==> src/rtl/uart_tx_fifo_pkg.sv <==
// Shared types and constants for the FIFO-fed UART transmitter.
// Defining UART_TX_PARITY_EN adds the even-parity state.
package uart_tx_fifo_pkg;

    localparam logic        UART_IDLE_LEVEL = 1'b1;
    localparam int unsigned UART_DATA_BITS  = 8;

    typedef enum logic [2:0] {
        StIdle,
        StStart,
        StData,
`ifdef UART_TX_PARITY_EN
        StParity,
`endif
        StStop
    } tx_state_e;

    function automatic logic even_parity(input logic [UART_DATA_BITS-1:0] data);
        return ^data;
    endfunction

endpackage

==> src/rtl/uart_byte_fifo.sv <==
// Byte FIFO with fall-through read data; pointers wrap modulo DEPTH (power of two).
module uart_byte_fifo #(
    parameter int unsigned DEPTH = 16,
    parameter int unsigned WIDTH = 8
) (
    input  logic                   clk,
    input  logic                   rst_n,
    input  logic                   i_push,
    input  logic [WIDTH-1:0]       i_push_data,
    input  logic                   i_pop,
    output logic [WIDTH-1:0]       o_pop_data,
    output logic [$clog2(DEPTH):0] o_count,
    output logic                   o_full,
    output logic                   o_empty
);
    localparam int unsigned PTR_W = $clog2(DEPTH);
    localparam int unsigned CNT_W = PTR_W + 1;
    localparam logic [CNT_W-1:0] FULL_COUNT = CNT_W'(DEPTH);

    logic [WIDTH-1:0] r_mem [DEPTH];
    logic [PTR_W-1:0] r_wr_ptr;
    logic [PTR_W-1:0] r_rd_ptr;
    logic [CNT_W-1:0] r_count;
    logic             w_wr_en;
    logic             w_rd_en;

    assign o_full     = (r_count == FULL_COUNT);
    assign o_empty    = (r_count == '0);
    assign o_count    = r_count;
    assign o_pop_data = r_mem[r_rd_ptr];
    assign w_wr_en    = i_push & ~o_full;
    assign w_rd_en    = i_pop & ~o_empty;

    always_ff @(posedge clk) begin
        if (w_wr_en) begin
            r_mem[r_wr_ptr] <= i_push_data;
        end
    end

    always_ff @(posedge clk or negedge rst_n) begin
        if (!rst_n) begin
            r_wr_ptr <= '0;
            r_rd_ptr <= '0;
            r_count  <= '0;
        end else begin
            if (w_wr_en) begin
                r_wr_ptr <= r_wr_ptr + 1'b1;
            end
            if (w_rd_en) begin
                r_rd_ptr <= r_rd_ptr + 1'b1;
            end
            case ({w_wr_en, w_rd_en})
                2'b10:   r_count <= r_count + 1'b1;
                2'b01:   r_count <= r_count - 1'b1;
                default: r_count <= r_count;
            endcase
        end
    end

endmodule

==> src/rtl/uart_tx_fifo.sv <==
// UART transmitter (8N1) fed by a byte FIFO; queued bytes go out back-to-back.
// Define UART_TX_PARITY_EN to insert an even-parity bit between data and stop (8E1).
module uart_tx_fifo
    import uart_tx_fifo_pkg::*;
#(
    parameter int unsigned DELAY_FRAMES = 234,
    parameter int unsigned DEPTH        = 16
) (
    input  logic                   clk,
    input  logic                   rst_n,
    input  logic [7:0]             in_data,
    input  logic                   in_valid,
    output logic                   in_ready,
    output logic                   uart_tx,
    output logic                   busy,
    output logic [$clog2(DEPTH):0] fifo_count
);
    localparam int unsigned CNT_W = $clog2(DELAY_FRAMES + 1);
    localparam int unsigned IDX_W = $clog2(UART_DATA_BITS);
    localparam logic [CNT_W-1:0] CNT_LAST = CNT_W'(DELAY_FRAMES - 1);
    localparam logic [IDX_W-1:0] IDX_LAST = IDX_W'(UART_DATA_BITS - 1);

    tx_state_e                 r_state;
    tx_state_e                 w_state_next;
    logic [CNT_W-1:0]          r_cnt;
    logic [IDX_W-1:0]          r_bit_idx;
    logic [UART_DATA_BITS-1:0] r_shift;
    logic [UART_DATA_BITS-1:0] w_fifo_data;
    logic                      w_push;
    logic                      w_pop;
    logic                      w_full;
    logic                      w_empty;
    logic                      w_bit_done;

    assign in_ready   = ~w_full;
    assign w_push     = in_valid & ~w_full;
    assign w_bit_done = (r_cnt == CNT_LAST);

    uart_byte_fifo #(
        .DEPTH (DEPTH),
        .WIDTH (UART_DATA_BITS)
    ) u_fifo (
        .clk         (clk),
        .rst_n       (rst_n),
        .i_push      (w_push),
        .i_push_data (in_data),
        .i_pop       (w_pop),
        .o_pop_data  (w_fifo_data),
        .o_count     (fifo_count),
        .o_full      (w_full),
        .o_empty     (w_empty)
    );

    always_ff @(posedge clk or negedge rst_n) begin
        if (!rst_n) begin
            r_state <= StIdle;
        end else begin
            r_state <= w_state_next;
        end
    end

    always_comb begin
        w_state_next = r_state;
        w_pop        = 1'b0;
        unique case (r_state)
            StIdle: begin
                if (!w_empty) begin
                    w_pop        = 1'b1;
                    w_state_next = StStart;
                end
            end
            StStart: begin
                if (w_bit_done) w_state_next = StData;
            end
`ifdef UART_TX_PARITY_EN
            StData: begin
                if (w_bit_done && r_bit_idx == IDX_LAST) w_state_next = StParity;
            end
            StParity: begin
                if (w_bit_done) w_state_next = StStop;
            end
`else
            StData: begin
                if (w_bit_done && r_bit_idx == IDX_LAST) w_state_next = StStop;
            end
`endif
            StStop: begin
                // Chain straight into the next start bit when more data is queued.
                if (w_bit_done) begin
                    if (!w_empty) begin
                        w_pop        = 1'b1;
                        w_state_next = StStart;
                    end else begin
                        w_state_next = StIdle;
                    end
                end
            end
            default: w_state_next = StIdle;
        endcase
    end

    always_comb begin
        uart_tx = UART_IDLE_LEVEL;
        busy    = (r_state != StIdle);
        unique case (r_state)
            StStart:  uart_tx = ~UART_IDLE_LEVEL;
            StData:   uart_tx = r_shift[r_bit_idx];
`ifdef UART_TX_PARITY_EN
            StParity: uart_tx = even_parity(r_shift);
`endif
            default:  uart_tx = UART_IDLE_LEVEL;
        endcase
    end

    // Bit timer restarts at every bit boundary and is held cleared while idle.
    always_ff @(posedge clk or negedge rst_n) begin
        if (!rst_n) begin
            r_cnt     <= '0;
            r_bit_idx <= '0;
            r_shift   <= '0;
        end else begin
            if (w_pop) begin
                r_shift   <= w_fifo_data;
                r_bit_idx <= '0;
            end else if (r_state == StData && w_bit_done) begin
                r_bit_idx <= r_bit_idx + 1'b1;
            end
            if (r_state == StIdle || w_bit_done) begin
                r_cnt <= '0;
            end else begin
                r_cnt <= r_cnt + 1'b1;
            end
        end
    end

endmodule

==> config.mk <==
export PLATFORM = sky130hd
export DESIGN_NAME = uart_tx_fifo
export DESIGN_NICKNAME = d
export VERILOG_FILES = /design/src/rtl/uart_tx_fifo_pkg.sv /design/src/rtl/uart_byte_fifo.sv /design/src/rtl/uart_tx_fifo.sv
export SDC_FILE = /design/constraint.sdc
export NUM_CORES = 1
export LEC_CHECK = 0
export ABC_AREA = 1
export BUFFER_PORTS_ARGS = -buffer_cell sky130_fd_sc_hd__clkbuf_2
export CAP_MARGIN = 25
export CORE_AREA = 2 2 114 116
export DETAILED_ROUTE_END_ITERATION = 6
export DIE_AREA = 0 0 116 118
export PLACE_DENSITY_LB_ADDON = 0.25
export SLEW_MARGIN = 5
export SYNTH_ARGS = -nofsm -noshare
export SYNTH_HDL_FRONTEND = slang
export SYNTH_SLANG_ARGS = --single-unit
export TNS_END_PERCENT = 10
==> constraint.sdc <==
create_clock -name clk -period 3.3 [get_ports clk]
set_input_delay 0.66 -clock clk [delete_from_list [all_inputs] [get_ports clk]]
set_output_delay 0.66 -clock clk [all_outputs]
set_load 0.01 [all_outputs]
Word level (Yosys, flattened, before mapping)
Memories as Yosys holds them, arrays and structs flattened. A register that Yosys moved wholly into a read port is not among the register bits. Cells that the tools add are included.

Add/sub/neg operators: 6. Order comparisons: 1. Equal/unequal tests: 12. Mux-type cells: 18. Bitwise logic cells: 5. Reductions and logical operators: 10.

Operators by type and width (number): $mux 3 (6); $pmux 3 s4 (1); $pmux 5 s2 (1); $add 4x1->4 const B (2); $add 8x1->8 const B (1); $eq 8x8->1 const B (1); $mux 8 (1); $ne 2x2->1 const B (4); $eq 3x2->1 const B (2); $mux 1 (6); $add 5x1->5 const B (1); $eq 5x5->1 const B (1); $logic_not 5->1 (1); $sub 5x1->5 const B (1); $lt 3x4->1 const B (1); $pmux 1 s2 (2); $reduce_and 4->1 (1); $reduce_bool 2->1 (2); $add 3x1->3 const B (1); $and 1x1->1 (3); $bmux 1 s3 (1); $eq 3x1->1 const B (1); $eq 3x3->1 const B (1); $logic_not 3->1 (1); 7 further kinds (9).

Register bits: 27. Bits in writable memories: 128. Input bits: 11. Output and inout port bits: 8. Logic and storage cells: 59. Memories kept: 1.

Memory list: u_fifo.r_mem (words 16, width 8, read ports 1, clocked after Yosys merged registers in 1, write ports 1, RTL line uart_byte_fifo.sv:20) `logic [WIDTH-1:0] r_mem [DEPTH];`.

Depth between registers and ports, before layout
Gate-level depths: netlist of run 1.

Depth in word-level cells: 7. Depth in mapped cells: 19. Depth with buffers taken out: 18.

Cells and area by module
Synthesis of run 1 repeated with hierarchy kept, for this count alone.

Cells, all modules: 777. Area, all modules: 7445.9 µm².

By module, submodules not included: uart_byte_fifo (instances 1, cells each 621, area an instance 6231.0 µm²); uart_tx_fifo (instances 1, cells each 156, area an instance 1214.9 µm²).

Least setup slack after synthesis of run 1
OpenSTA, ideal clock, no wires.

Path type: register to register. From: reg r_state[0]. To: reg u_fifo.r_count[4] (netlist: u_fifo.o_count[4]). Arrival time: 2.302 ns. Data required time: 3.183 ns. Path slack: 0.882 ns. Cell stages (with the launch flop): 18. Path buffers: 1. Clock period less this slack: 2.418 ns. Cell sequence: dfrtp_1 inv_1 ha_1 inv_1 a21oi_1 nand3_4 clkinv_4 buf_12 ha_1 xor2_1 ha_1 inv_1 nand2_1 nand3_1 nand2_1 xor2_1 nand2_1 nand2_1.

Word-level cells in the longest chain between the ends: 5. Elaborated cells between the ends (all ways): 8.

RTL lines: start, declared (RTL line uart_tx_fifo.sv:23) `tx_state_e r_state;`; start signal, assigned (RTL line uart_tx_fifo.sv:56) `r_state <= StIdle;`; start signal, assigned (RTL line uart_tx_fifo.sv:58) `r_state <= w_state_next;`; $eq 3x2->1 / $logic_not 3->1 (equally long branches) (RTL line uart_tx_fifo.sv:65) `unique case (r_state)`; $pmux 1 s2 (*) (RTL line uart_tx_fifo.sv:65); $and 1x1->1 (*) (RTL line uart_byte_fifo.sv:32) `assign w_rd_en = i_pop & ~o_empty;`; via u_fifo.w_rd_en (RTL line uart_byte_fifo.sv:25) `logic w_rd_en;`; $eq 2x1->1 / $eq 2x2->1 (equally long branches) (RTL line uart_byte_fifo.sv:52) `case ({w_wr_en, w_rd_en})`; $pmux 5 s2 / $reduce_bool 2->1 (equally long branches); end signal, assigned (RTL line uart_byte_fifo.sv:53) `2'b10: r_count <= r_count + 1'b1;`; end signal, assigned (RTL line uart_byte_fifo.sv:54) `2'b01: r_count <= r_count - 1'b1;`; end signal, assigned (RTL line uart_byte_fifo.sv:55) `default: r_count <= r_count;`; end, declared (RTL line uart_byte_fifo.sv:23) `logic [CNT_W-1:0] r_count;`.

The timed path passes the listed nets; every way through them passes the cells marked *. A chain may end at the register's enable or synchronous reset.

Worst setup path in the final report of run 1
From: reg r_state[0]. To: reg u_fifo.r_count[4] (netlist: u_fifo.o_count[4]).

Word-level cells in the longest chain between the ends: 5. Elaborated cells between the ends (all ways): 8.

RTL lines (RTL line): $eq 3x2->1 / $logic_not 3->1 (equally long branches) (uart_tx_fifo.sv:65); $pmux 1 s2 (*) (uart_tx_fifo.sv:65); $and 1x1->1 (*) (uart_byte_fifo.sv:32); $eq 2x1->1 / $eq 2x2->1 (equally long branches) (uart_byte_fifo.sv:52); $pmux 5 s2 / $reduce_bool 2->1 (equally long branches).

Mark *: on every way between the ends. The rest lies on a longest branch, timed or not.

==> impl_results.md, run 1 <==
- Status: complete, no violations
- Vias in the first global route: about 5200
- Area growth syn-to-layout: 11.7%
- Antenna-violating nets left: 0
- Asr flop ratio synth: 0.210
- Routed vias: 5183
- Die area: 0.0137 mm^2
- Area of the multi-input gates: 0.00214 mm^2
- Synthesized area: 0.00752 mm^2
- #FFs+latches synth: 162
- Flop pwr share: 0.498
- Cts hold-fix bufs: 0
- R2R depth: 15
- Setup violators final: 0
- Total negative slack: 0 ns
- Syn Nets: 797
- Synth Warn #: 0
- Worst R2R Setup Slack: 0.54 ns
- Clk sinks: between 150 and 200
- Top cells by area, synth: edfxtp_1, nand2_1, dfrtp_1
- VDD IR max: approximately 420 uV
- Net Sw Frac: 0.261
- Part of the cycle the worst path needs: 0.835
- Area leader, netlist: edfxtp_1
- First-pass GRT wire length: roughly 26000 um
- Fillers: about 950
- Die width: 116 um
- Register area: 0.00470 mm^2
- TritonCTS clock tree: done
- Post-synthesis area per instance: about 9.8 um^2
- Final critical-path required period: 2.76 ns
- Worst skew pair latency: 0.42 ns
- Avg WL per Cell: 15.9 um
- PortBufs: 18
- Worst path arrival time: 3.11 ns
- Commonest non-fill, non-tap cell in the layout: nand2_1
- # Post-CTS Setup Buffers: 0
- Max Clock Freq: 0.363 GHz
- Largest net degree at the start of global routing: between 40 and 50
- Power Dens Cells: about 600 mW/mm^2
- GRT Overall Usage: 0.251
- Setup crit start kind: register
- DP HPWL: between 9000 and 10000 um
- Clock share of power: 0.381
- Drt first-iter violations: between 300 and 400
- Post-synthesis cell count: 769
- RePlAce Congestion: between 0.8 and 0.9
- Detailed Route WL: 15600 um
- Initial DRT Pass Iterations: 6
- Die Y: 118 um
- Worst-path clk slew: 0.06 ns
- Lkg Pwr: 3.79 nW
- Crit path required time: roughly 3.7 ns
- Number of max-cap violations: 0
- Hold_ws: 0.0392 ns
- Clock buffer depth: 2
- Final #Nets: 825
- Worst hold path class: in2async
- Share of cells above drive strength 1: 0.102
- Cts repair resizes: 0
- Io pins: 19
- EDFF count, synth: between 100 and 150
- Crit path max fanout: 16
- H-Tree Depth: 4
- Initial antenna violation count: 0
- Combinational fraction of design power: 0.121
- Core box area: 0.0124 mm^2
- Most frequent cells in the layout: nand2_1, edfxtp_1, inv_1
- Max-slew violations: 0
- RSZ-0062 raised after global routing: no
- Netlist cell types: 34
- Initial Utilization: 0.606
- Crit. End Element: register
- Sw power: 1.32 mW
- Post-synth top flop: edfxtp_1
- # diodes: 0
- Slew HR: 0.477
- Clock skew: 0.00893 ns
- Final hold vios: 0
- # rows: 41
- Clk root buf: clkbuf_16
- Int Pwr: 3.72 mW
- Mean number of vias per cell: between 5 and 6
- CP Class: reg2reg
- Worst-margin pin slew: 0.784 ns
- TritonCTS Buffers: 17
- Register area share after synthesis: 0.625
- Top cell type's share of synthesized area: 0.511
- Overflow after GRT: 0
- Drc violations: 0
## area by class of cell
| type | count | share of cell area |
|---|---|---|
| multi-input combinational | 446 | 0.255 |
| clock inverter | 15 | 0.0183 |
| sequential | 162 | 0.559 |
| inverter | 133 | 0.0601 |
| tap | 172 | 0.0256 |
| clock buffer | 17 | 0.0507 |
| timing repair buffer | 37 | 0.0316 |
## critical path: stages (launching register included)
cell and delay (ns):
dfrtp_1 0.41, inv_1 0.09, ha_1 0.33, a21oi_1 0.23, nand3_4 0.21, clkinv_4 0.16
ha_1 0.27, xor2_1 0.22, ha_1 0.18, inv_1 0.04, nand2_1 0.10, nand3_1 0.11
nand2_1 0.09, xor2_1 0.15, nand2_1 0.06, nand2_1 0.05
## routing by layer
layer  vias up  global-route usage  part of all wire
met5         -                   0                 0
met4         0              0.0848             0.023
met3        27              0.0556             0.054
met2       180               0.425              0.52
met1      2453               0.320              0.41
li1       2523                   -                 -
## stage by stage
stage               setup WS, ns  total power, mW  instance area [um^2]   util  std cells
finish                     0.545             5.04                  8400  0.676        982
global route               0.295             5.24                  8400  0.676        982
CTS                        0.587             5.05                  8380  0.675        981
detailed placement         0.639             3.14                  7800  0.628        949
global placement           0.803             3.11                  7770  0.626        948
floorplan                  0.882             2.91                  7520      -        769
## sequential cells by signal, indices dropped and copies added, names as in the netlist
name and count:
r_shift 8, r_cnt 8, u_fifo.o_count 5, u_fifo.r_rd_ptr 4, r_bit_idx 3, u_fifo.r_wr_ptr 4
u_fifo.r_mem 128, r_state 2
## kinds of logic (layout without fill, tap and decap cells)
group           Yosys count  count (layout)  synth area share
flops                   162             162             0.625
fa+ha+maj                17              17            0.0283
xor+xnor                 12              12            0.0140
simple gates            393             393             0.224
buf+inv                 161             202            0.0912
compound gates           24              24            0.0176
## power by group through the flow
| stage | registers (mW) | clock network (mW) | logic (mW) |
|---|---|---|---|
| final | 2.51 | 1.92 | 0.611 |
| after global routing | 2.52 | 2.03 | 0.693 |
| after CTS | 2.50 | 1.94 | 0.607 |
| after detailed placement | 2.55 | 0 | 0.598 |
| after global placement | 2.54 | 0 | 0.576 |
| after floorplan | 2.54 | 0 | 0.369 |
## path summary, 6_finish.rpt
path                                 start            endpoint
worst max register to register  r_state[0]   u_fifo.o_count[4]
min in group clk                r_shift[2]          r_shift[2]
worst max-delay path            r_state[0]   u_fifo.o_count[4]
worst min-delay path                 rst_n            r_cnt[4]
worst min register to register  r_shift[2]          r_shift[2]
max in group asynchronous            rst_n  u_fifo.r_rd_ptr[0]
## cell usage after synthesis, types with 4 or more instances
cell type    n
inv_1      127
ha_1        17
edfxtp_1   128
dfrtp_1     34
nand2_1    239
nor3_1      14
nor2_1      21
xor2_1      10
nand3_1    105
buf_4        9
nand2_2      4
a21oi_1      4
buf_2       15
o21ai_0     14
Power figures use the tool's default switching activity.
==> run 2, diff against run 1 <==
Settings changed: CORE_AREA 2 2 114 116 to 2 2 119 121, DIE_AREA 0 0 116 118 to 0 0 121 123.
Clock period 3.3 ns to 2.4 ns, I/O delays scaled along.
==> impl_results.md, run 2 (synthesis results as in run 1) <==
- R2R depth: 16
- VDD IR max: 567 uV
- Mean number of vias per cell: about 5.2
- Drt first-iter violations: between 500 and 600
- Final #Nets: between 800 and 900
- Max Clock Freq: 0.437 GHz
- Crit. End Element: register
- Core box area: 0.0136 mm^2
- Overflow after GRT: 0
- Crit path max fanout: 5
- Clk root buf: clkbuf_16
- Final Core Density: 0.625
- Most frequent cells in the layout: nand2_1, edfxtp_1, inv_1
- GRT Overall Usage: 0.225
- # diodes: 0
- Die area: 0.0149 mm^2
- TritonCTS Buffers: 17
- Setup violators final: 0
- Die Y: 123 um
- Crit path required time: 2.76 ns
- Setup crit start kind: register
- Number of max-cap violations: 0
- Initial DRT Pass Iterations: 5
- TritonCTS clock tree: done
- Share of cells above drive strength 1: 0.114
- Part of the cycle the worst path needs: 0.953
- Io pins: 19
- Initial antenna violation count: 0
- Antenna-violating nets left: 0
- Vias in the first global route: 4950
- Placed Instance Area: 0.00782 mm^2
- Final Cell Area: 0.00850 mm^2
- Power Dens Cells: 833 mW/mm^2
- Worst-path clk slew: ~0.060 ns
- PortBufs: 18
- RePlAce Congestion: between 0.9 and 1
- Max reg flops: approximately 130
- CP Class: reg2reg
- Cts hold-fix bufs: 0
- Routed vias: 5195
- Largest Register: u_fifo.r_mem
- Worst hold path class: in2async
- H-Tree Depth: 4
- Largest net degree at the start of global routing: 66
- Worst path arrival time: between 2 and 3 ns
- Commonest non-fill, non-tap cell in the layout: nand2_1
- Slew HR: 0.415
- Clock skew: 0.00466 ns
- Final hold vios: 0
- Worst skew pair latency: between 0.4 and 0.5 ns
- Avg WL per Cell: 15.9 um
- Lkg Pwr: around 3.8 nW
- # rows: 43
- Top Registers: u_fifo.r_mem: 128 flops, r_cnt: 8 flops, r_shift: 8 flops
- Clk sinks: 162
- Initial Utilization: 0.552
- Detailed Route WL: 15800 um
- Clock buffer depth: 2
- Final critical-path required period: 2.29 ns
- Worst-margin pin slew: roughly 0.88 ns
- Die width: 121 um
- Area growth syn-to-layout: 13.1%
- Fillers: 1061
- Status: complete, no violations
- Drc violations: 0
- Max-slew violations: 0
- DP HPWL: 10100 um
- First-pass GRT wire length: 24900 um
-- run 2: cell count changes in the layout (fill, tap and decap cells not counted), moves of 2 or more --
cell	previous run	this run
clkinv_1	4	6
buf_4	17	24
ha_4	0	2
ha_1	17	14
inv_6	5	0
bufinv_16	2	4
clkinv_4	3	1
-- run 2: layout make-up --
type / count / area (um^2) / share of cell area
Clock buffer: 18 / 429 / 0.0505
Tap cell: 180 / 225 / 0.0265
Clock inverter: 13 / 168 / 0.0197
Sequential cell: 162 / 4700 / 0.552
Inverter: 133 / 504 / 0.0593
Timing Repair Buffer: 45 / 307 / 0.0360
Multi-Input combinational cell: 446 / 2180 / 0.256
-- run 2: timing repair --
action | CTS | global route
endpoints found under the setup margin | 1 | 2
gates cloned | 0 | 0
buffers inserted | 1 | 5
pin swaps | 1 | 1
resized for setup | 1 | 6
-- run 2: final timing paths --
path                            startpoint            endpoint  slack [ns]
worst min register to register  r_shift[5]          r_shift[5]        0.47
max in group asynchronous            rst_n  u_fifo.r_rd_ptr[0]        1.63
worst max-delay path            r_state[1]   u_fifo.o_count[4]        0.11
worst max register to register  r_state[1]   u_fifo.o_count[4]        0.11
worst min-delay path                 rst_n          r_shift[7]        0.18
min in group clk                r_shift[5]          r_shift[5]        0.47
-- run 2: layer usage --
metal,vias to the layer above,GRT usage,share of wire
li1,2537,-,-
met1,2455,0.281,0.42
met2,177,0.381,0.51
met3,26,0.0480,0.055
met4,0,0.0959,0.020
met5,-,0,0
-- run 2: critical path, stage by stage, from the launching register on --
cell and delay [ns]:
dfrtp_1 0.41, inv_1 0.13, ha_4 0.14, inv_2 0.06, a21oi_2 0.19, nand3_4 0.11
clkinv_4 0.07, ha_4 0.17, xor2_2 0.18, ha_1 0.17, inv_1 0.04, nand2_1 0.10
nand3_1 0.10, nand2_1 0.09, xor2_1 0.15, nand2_1 0.06, nand2_1 0.06
-- run 2: power breakdown --
group	internal [mW]	switching, mW	leakage (nW)	total [mW]
registers	3.32	0.137	1.58	3.46
clock network	1.71	1.02	0.282	2.74
logic	0.280	0.612	1.96	0.892
total	5.31	1.77	3.82	7.09
-- run 2: metrics by stage --
step	power [mW]	TNS, ns	hold WS, ns	cells	setup slack [ns]
3_5_place_dp	4.35	-0.0414	0.466	960	-0.0414
4_1_cts	7.09	0	0.194	992	0.00450
3_3_place_gp	4.31	0	0.470	959	0.128
2_1_floorplan	4.00	0	0.184	769	0.0603
6_report	7.09	0	0.176	997	0.112
5_1_grt	7.33	-0.0224	0.234	997	-0.0224
==> run 3, diff against run 2 <==
Settings changed: CORE_AREA 2 2 119 121 to 2 2 117 119, CTS_BUF_LIST set to sky130_fd_sc_hd__clkbuf_4 sky130_fd_sc_hd__clkbuf_8, DIE_AREA 0 0 121 123 to 0 0 119 121.
==> impl_results.md, run 3 (synthesis results as in run 1) <==
- Most frequent cells in the layout: nand2_1, edfxtp_1, inv_1
- DP HPWL: around 9800 um
- Max reg flops: 128
- Fillers: around 1000
- Number of max-cap violations: 0
- Setup crit start kind: register
- Largest Register: u_fifo.r_mem
- Clock skew: 0.0119 ns
- Mean number of vias per cell: 5.16
- Worst-path clk slew: 0.09 ns
- Flop pwr share: 0.539
- Crit path required time: around 2.8 ns
- Power Dens Cells: 768 mW/mm^2
- Largest net degree at the start of global routing: 67
- Drc violations: 0
- Total negative slack: 0 ns
- Clock buffer depth: 2
- Core box area: 0.0131 mm^2
- Area growth syn-to-layout: 10.7%
- Commonest non-fill, non-tap cell in the layout: nand2_1
- TritonCTS Buffers: 17
- Lkg Pwr: 3.75 nW
- Int Pwr: 4.70 mW
- Hold_ws: approximately 0.46 ns
- Initial antenna violation count: 0
- Final hold vios: 0
- Initial Utilization: 0.574
- Max-slew violations: 0
- Setup violators final: 0
- Worst skew pair latency: 0.47 ns
- Worst-margin pin slew: 0.750 ns
- Clock share of power: 0.330
- Detailed Route WL: ~15000 um
- Clk root buf: clkbuf_8
- VDD IR max: ~710 uV
- Routed vias: 5128
- Top Registers: u_fifo.r_mem: 128 flops, r_cnt: 8 flops, r_shift: 8 flops
- Slew HR: 0.498
- Final Cell Area: approximately 0.0083 mm^2
- Overflow after GRT: 0
- Worst path max stage delay: about 0.42 ns
- PortBufs: 18
- Die Y: 121 um
- Final #Nets: 832
- Avg WL per Cell: 15.5 um
- Vias in the first global route: 4922
- Worst path arrival time: 2.60 ns
- Clk sinks: 162
- Crit path max fanout: 15
- Status: complete, no violations
- Part of the cycle the worst path needs: 0.936
- Final Core Density: 0.636
- Crit. End Element: register
- Initial DRT Pass Iterations: 5
- Sw power: approximately 1.7 mW
- Top cell by count, worst path: nand2_1
- # diodes: 0
- GRT Overall Usage: 0.229
- CP Class: reg2reg
- Drt first-iter violations: 369
- Placed Instance Area: 0.00784 mm^2
- Final Power: 6.38 mW
- Net Sw Frac: 0.264
- Cells along the critical path: ha_1, nand2_1, nor2_2, nand2_2, nand2_4, nand3_4, clkinv_4, buf_4, ha_1, nand2_1, inv_1, a21boi_0, nand3_1, nand3_1, nand2_1
- Io pins: 19
- Max Clock Freq: roughly 0.45 GHz
- TritonCTS clock tree: done
- Die width: 119 um
- CP max stage cell: dfrtp_1
- Worst hold path class: in2reg
- RePlAce Congestion: 0.930
- Combinational fraction of design power: 0.130
- # rows: 42
- Die area: 0.0144 mm^2
- Final critical-path required period: 2.25 ns
- H-Tree Depth: 4
- Antenna-violating nets left: 0
- First-pass GRT wire length: 24900 um
- Share of cells above drive strength 1: 0.114
-- run 3: cell count changes in the layout (fill, tap and decap cells not counted), moves of 2 or more --
cell and delta:
clkbuf_16 -17, clkbuf_8 +17, clkinv_1 -2, clkinv_2 +2, clkinv_4 +3, clkinvlp_4 -2, ha_1 +2
-- run 3: cell type report --
class,count,area [um^2],share of cell area
multi-input cells,446,2160,0.260
well taps,176,220,0.0265
repair buffers,44,313,0.0376
clock buffers,17,234,0.0281
inverters,133,504,0.0606
flip-flops and latches,162,4700,0.565
clock inverters,15,190,0.0229
-- run 3: final timing paths --
check	startpoint	endpoint	slack (ns)	cells after the start
worst max-delay path	r_cnt[0]	u_fifo.o_count[3]	0.15	15
worst min-delay path	in_valid	u_fifo.r_wr_ptr[3]	0.46	4
worst max register to register	r_cnt[0]	u_fifo.o_count[3]	0.15	15
worst min register to register	r_shift[4]	r_shift[4]	0.50	2
max in group asynchronous	rst_n	u_fifo.r_rd_ptr[0]	1.37	3
min in group asynchronous	rst_n	r_bit_idx[2]	0.51	2
-- run 3: per-layer routing --
| layer | up-vias | global-route usage | wire length [um] |
|---|---|---|---|
| met2 | 146 | 0.374 | 7620 |
| met1 | 2420 | 0.298 | 6620 |
| li1 | 2528 | - | - |
| met5 | - | 0 | 0 |
| met4 | 0 | 0.103 | 470 |
| met3 | 34 | 0.0456 | 703 |
-- run 3: critical path: cells and delay by family (launching register included) --
kind | cells | cell delay [ns]
buffers and inverters | 3 | 0.28
AO/OA/AOI/OAI | 1 | 0.24
flip-flops | 1 | 0.42
adder cells (fa/ha/maj) | 2 | 0.46
AND/OR/NAND/NOR | 9 | 0.74
-- run 3: timing repair --
item,4_1_cts,5_1_grt
setup buffers,0,3
hold buffers,1,0
gates resized for setup,1,3
pin swaps,0,1
endpoints found under the hold margin,16,0
gates cloned,0,0
endpoints found under the setup margin,1,3
-- run 3: power by group through the flow --
stage,Combinational (mW),Clock (mW),Sequential [mW]
6_report,0.832,2.11,3.44
5_1_grt,0.944,2.26,3.47
4_1_cts,0.834,2.15,3.44
3_5_place_dp,0.825,0,3.50
3_3_place_gp,0.806,0,3.49
2_1_floorplan,0.507,0,3.50
-- run 3: per-stage QoR --
stage / setup slack, ns / instances
2_1_floorplan: 0.0603 / 769
3_3_place_gp: 0.103 / 957
3_5_place_dp: 0.0283 / 957
4_1_cts: 0.0387 / 990
5_1_grt: -0.0221 / 993
6_report: 0.154 / 993
